[src/rtl/mux_nway_pipe.sv]
// Purpose: N-channel W-bit selector with valid/ready handshake and a 2-entry skid buffer.
// Latency: 1 cycle from input transfer to out_valid when the buffer is empty or draining.
// Backpressure: in_ready is registered (state != FULL); the skid entry absorbs one beat
//   accepted while out_ready is low, so there is no combinational ready path.
// Ports:
//   clk, rst_n           clock, asynchronous active-low reset
//   in_data/in_sel       packed channels (channel k at [k*WIDTH +: WIDTH]) and select
//   in_valid/in_ready    input handshake
//   out_data/out_sel     selected data and the raw select that produced it
//   out_valid/out_ready  output handshake
//   sel_err              sticky flag: an accepted beat had in_sel >= CHANNELS
//   beat_count           output-transfer counter, live only with MUX_NWAY_PIPE_STATS_EN
//                        defined; tied to zero otherwise
module mux_nway_pipe #(
  parameter int WIDTH    = 1,
  parameter int CHANNELS = 2,
  parameter int SEL_W    = 1
) (
  input  logic                      clk,
  input  logic                      rst_n,
  input  logic [CHANNELS*WIDTH-1:0] in_data,
  input  logic [SEL_W-1:0]          in_sel,
  input  logic                      in_valid,
  output logic                      in_ready,
  output logic [WIDTH-1:0]          out_data,
  output logic [SEL_W-1:0]          out_sel,
  output logic                      out_valid,
  input  logic                      out_ready,
  output logic                      sel_err,
  output logic [15:0]               beat_count
);

  // Occupancy of the main + skid pair; main always holds the oldest beat.
  typedef enum logic [1:0] {
    ST_EMPTY = 2'd0,
    ST_ONE   = 2'd1,
    ST_FULL  = 2'd2
  } state_t;

  state_t             state_q, state_d;
  logic [WIDTH-1:0]   main_dat_q, main_dat_d;
  logic [SEL_W-1:0]   main_sel_q, main_sel_d;
  logic [WIDTH-1:0]   skid_dat_q, skid_dat_d;
  logic [SEL_W-1:0]   skid_sel_q, skid_sel_d;
  logic               out_valid_q, out_valid_d;
  logic               in_ready_q, in_ready_d;
  logic               sel_err_q, sel_err_d;

  logic [WIDTH-1:0]   sel_dat;
  logic               sel_oor;
  logic               accept;
  logic               drain;

  assign accept = in_valid && in_ready_q;
  assign drain  = out_valid_q && out_ready;

  // Out-of-range selects pass through as zero data with the raw select kept.
  assign sel_oor = (32'(in_sel) >= 32'(CHANNELS));

  always_comb begin
    sel_dat = '0;
    for (int k = 0; k < CHANNELS; k++) begin
      if (32'(in_sel) == 32'(k)) begin
        sel_dat = in_data[k*WIDTH +: WIDTH];
      end
    end
  end

  always_comb begin
    state_d    = state_q;
    main_dat_d = main_dat_q;
    main_sel_d = main_sel_q;
    skid_dat_d = skid_dat_q;
    skid_sel_d = skid_sel_q;
    sel_err_d  = sel_err_q | (accept & sel_oor);

    case (state_q)
      ST_EMPTY: begin
        if (accept) begin
          main_dat_d = sel_dat;
          main_sel_d = in_sel;
          state_d    = ST_ONE;
        end
      end
      ST_ONE: begin
        if (accept && drain) begin
          main_dat_d = sel_dat;
          main_sel_d = in_sel;
        end else if (accept) begin
          skid_dat_d = sel_dat;
          skid_sel_d = in_sel;
          state_d    = ST_FULL;
        end else if (drain) begin
          state_d    = ST_EMPTY;
        end
      end
      ST_FULL: begin
        // in_ready is low here, so only a drain can happen.
        if (drain) begin
          main_dat_d = skid_dat_q;
          main_sel_d = skid_sel_q;
          state_d    = ST_ONE;
        end
      end
      default: begin
        state_d = ST_EMPTY;
      end
    endcase

    // Handshake outputs are registered copies of the next occupancy.
    out_valid_d = (state_d != ST_EMPTY);
    in_ready_d  = (state_d != ST_FULL);
  end

  always_ff @(posedge clk or negedge rst_n) begin
    if (!rst_n) begin
      state_q     <= ST_EMPTY;
      main_dat_q  <= '0;
      main_sel_q  <= '0;
      skid_dat_q  <= '0;
      skid_sel_q  <= '0;
      out_valid_q <= 1'b0;
      in_ready_q  <= 1'b1;
      sel_err_q   <= 1'b0;
    end else begin
      state_q     <= state_d;
      main_dat_q  <= main_dat_d;
      main_sel_q  <= main_sel_d;
      skid_dat_q  <= skid_dat_d;
      skid_sel_q  <= skid_sel_d;
      out_valid_q <= out_valid_d;
      in_ready_q  <= in_ready_d;
      sel_err_q   <= sel_err_d;
    end
  end

  assign out_data  = main_dat_q;
  assign out_sel   = main_sel_q;
  assign out_valid = out_valid_q;
  assign in_ready  = in_ready_q;
  assign sel_err   = sel_err_q;

`ifdef MUX_NWAY_PIPE_STATS_EN
  logic [15:0] beat_cnt_q, beat_cnt_d;

  // Free-running wrap at 16 bits.
  always_comb begin
    beat_cnt_d = beat_cnt_q;
    if (drain) begin
      beat_cnt_d = beat_cnt_q + 16'd1;
    end
  end

  always_ff @(posedge clk or negedge rst_n) begin
    if (!rst_n) begin
      beat_cnt_q <= 16'h0000;
    end else begin
      beat_cnt_q <= beat_cnt_d;
    end
  end

  assign beat_count = beat_cnt_q;
`else
  assign beat_count = 16'h0000;
`endif

endmodule

[config.mk]
export PLATFORM = sky130hd
export DESIGN_NAME = mux_nway_pipe
export DESIGN_NICKNAME = d
export VERILOG_FILES = /design/src/rtl/mux_nway_pipe.sv
export SDC_FILE = /design/constraint.sdc
export NUM_CORES = 1
export LEC_CHECK = 0
export CAP_MARGIN = 20
export CORE_MARGIN = 8
export CORE_UTILIZATION = 35
export CTS_BUF_LIST = sky130_fd_sc_hd__clkbuf_4
export DETAILED_ROUTE_END_ITERATION = 10
export PLACE_DENSITY = 0.73
export SYNTH_ARGS = -nofsm -noshare
export SYNTH_HDL_FRONTEND = slang
export SYNTH_SLANG_ARGS = --single-unit
[constraint.sdc]
create_clock -name clk -period 3.5 [get_ports clk]
set_input_delay 1.05 -clock clk [delete_from_list [all_inputs] [get_ports clk]]
set_output_delay 1.05 -clock clk [all_outputs]
set_load 0.02 [all_outputs]
==> out/metrics.cfg <==
[status]
status=complete, no violations

[grt]
grt_pass1_vias=351
antenna_found_initial=0
overflow=0
grt_max_degree=9
grt_pass1_wl_mm=1.469
grt_usage=0.06924

[clock_tree]
post_cts_buffers=0
clock-root-buffer=clkbuf_4
clockBufferDepth=2
cts.reportedPaths.clkPinSlew_ps=70
cts_resized=0
hold_buffers=0
cts_made_buffers=3
worst_skew_pair.late_latency_ps=270
cts.sinks=8
cts_tree=yes
htree_num_levels=1

[power_and_ir_drop]
powerDensity_nw_per_um2=783.0
p_total_mw=0.4830
switching_share=0.3841
pwr-share-comb=0.448
sequentialPowerShare=0.367
peakVddDrop_mv=0.2507
clkPwrFrac=0.185
p_leak_nw=0.2999
power_switching_mw=0.1855
p_int_mw=0.2975

[placement]
port_buffers=10
dp.cells=76
dp_hpwl_um=866.4
gp_congestion=0.7960
place_area_um2=586.8
place_ws_ps=1026

[detailed_routing]
highest_layer=met4
wl_met2_um=545
drt_first_pass_iters=2
wl_met1_um=328
routed-via-count=368
drc=0
wl_met3_um=140
ant_nets=0
drt_wl_total_mm=1.036
wire_per_inst_um=12.95
drt_iter0_drc=9
via_per_inst=4.600

[synth]
ys_seq_area_frac=0.3770
synth_area_um2=534.3
synth_area_per_cell_um2=10.48
yosys_warnings=0
synth-seq-cells=8
synth_cell_type_count=20
syn_inst=51

[flow_run]
maxCapViolCount=0

[sta]
timing.final.hold_violations=0
maxSlewViolCount=0
setup_ws_ps=1042
tns_ps=0
rsz0062_at_grt=false
setup_violations=0
holdWs_ps=510.6
layout_min_cycle_time_ps=2458
finClkSkew_ps=14.08
timing.fmax_mhz=406.9
post-route-period-util=0.7022

[worst_setup_path]
crit-reg2reg-launch=in_ready
crit_arrival_ps=1410
cp.required_ps=2450
end_kind=output port
crit_buf_inv=1
worstPathMaxFanout=3
max_stage_delay_ps=610
critPathKind=reg -> out
startpoint=in_ready
path_delay_family=buffers and inverters
crit_chain=clkdlybuf4s50_1
slowest_stage=clkdlybuf4s50_1
startpoint_type=flop

[layout]
drive_gt1_frac=0.2188
fin_util=0.4192
final_cell_count_no_fill=80
antennaDiodeCount=0
final_cell_area_um2=616.8
fillers=156
syn2layout_area_growth_pct=15.46
fin_nets=72

[die]
core_area_um2=1471
die_h_um=55.07
boundaryPins=28
die_area_um2=3033
initial_core_util=0.3631
rows=14
die_x_um=55.07

[min_path]
hp-class=reg -> reg
hp-start=skid_dat_q

==> cells in the final DEF, fill, tap and decap left out, types with 2 or more instances in the layout <==
master,Yosys,final
nor2_1,2,2
clkbuf_4,0,4
mux2_2,4,4
conb_1,1,17
o21ai_0,2,2
mux2i_1,2,2
a21oi_1,2,2
nand2_1,3,3
clkdlybuf4s50_1,0,10
dfrtp_1,7,7
==> Yosys cell counts <==
master,count,area (um2)
a22oi_1,1,7.510
dfstp_2,1,26.28
a31oi_4,1,21.27
mux2_2,4,45.04
o21ai_2,1,8.760
a21oi_1,2,10.01
nor2_1,2,7.510
mux2i_1,2,20.02
nand2b_4,1,13.76
buf_4,17,127.6
nand2_1,3,11.26
nor3_1,1,5.000
dfrtp_1,7,175.2
inv_1,1,3.750
a21boi_1,1,7.510
o21ai_0,2,10.01
conb_1,1,3.750
mux2_4,1,15.01
nand3_1,1,5.000
a22o_2,1,10.01
==> path summary, 6_finish.rpt <==
kind / to / slack [ps] / cells after the start
setup reg to reg: out_sel / 2060 / 4
min in group asynchronous: out_sel / 1050 / 1
max in group asynchronous: in_ready / 2130 / 1
hold reg to reg: skid_dat_q / 510 / 1
hold / removal: skid_dat_q / 510 / 1
setup / recovery: in_ready / 1040 / 1
==> per-layer routing <==
metal / GRT usage / vias up
met5: 0 / -
met4: 0.04800 / 0
met3: 0.03209 / 3
met2: 0.1138 / 18
met1: 0.06780 / 182
li1: - / 165
==> cell type report <==
type	instances	area, um2	area share
multi-input combinational	41	261.5	0.4239
sequential	8	201.4	0.3266
tap	16	20.02	0.03245
inverter	1	3.754	0.006085
timing repair buffer	10	100.1	0.1623
clock buffer	4	30.03	0.04868
==> cell families after synthesis <==
logic type / synth area share
buffers and inverters: 0.2459
AO/OA/AOI/OAI: 0.1405
flip-flops: 0.3771
AND/OR/NAND/NOR: 0.07961
multiplexers: 0.1499
other: 0.007019
==> flip-flops by register name, indices dropped and copies added (netlist names) <==
signal / flops
state_q: 2
in_ready: 1
out_data: 1
out_sel: 1
out_valid: 1
skid_dat_q: 1
skid_sel_q: 1
==> power by group through the flow <==
stage / clock network [mW] / logic (mW) / registers, mW
2_1_floorplan: 0 / 0.136 / 0.199
3_3_place_gp: 0 / 0.211 / 0.177
5_1_grt: 0.0960 / 0.233 / 0.185
6_report: 0.0893 / 0.216 / 0.177
4_1_cts: 0.0885 / 0.218 / 0.178
3_5_place_dp: 0 / 0.217 / 0.180
No activity file was read; power rests on OpenSTA's default activity.
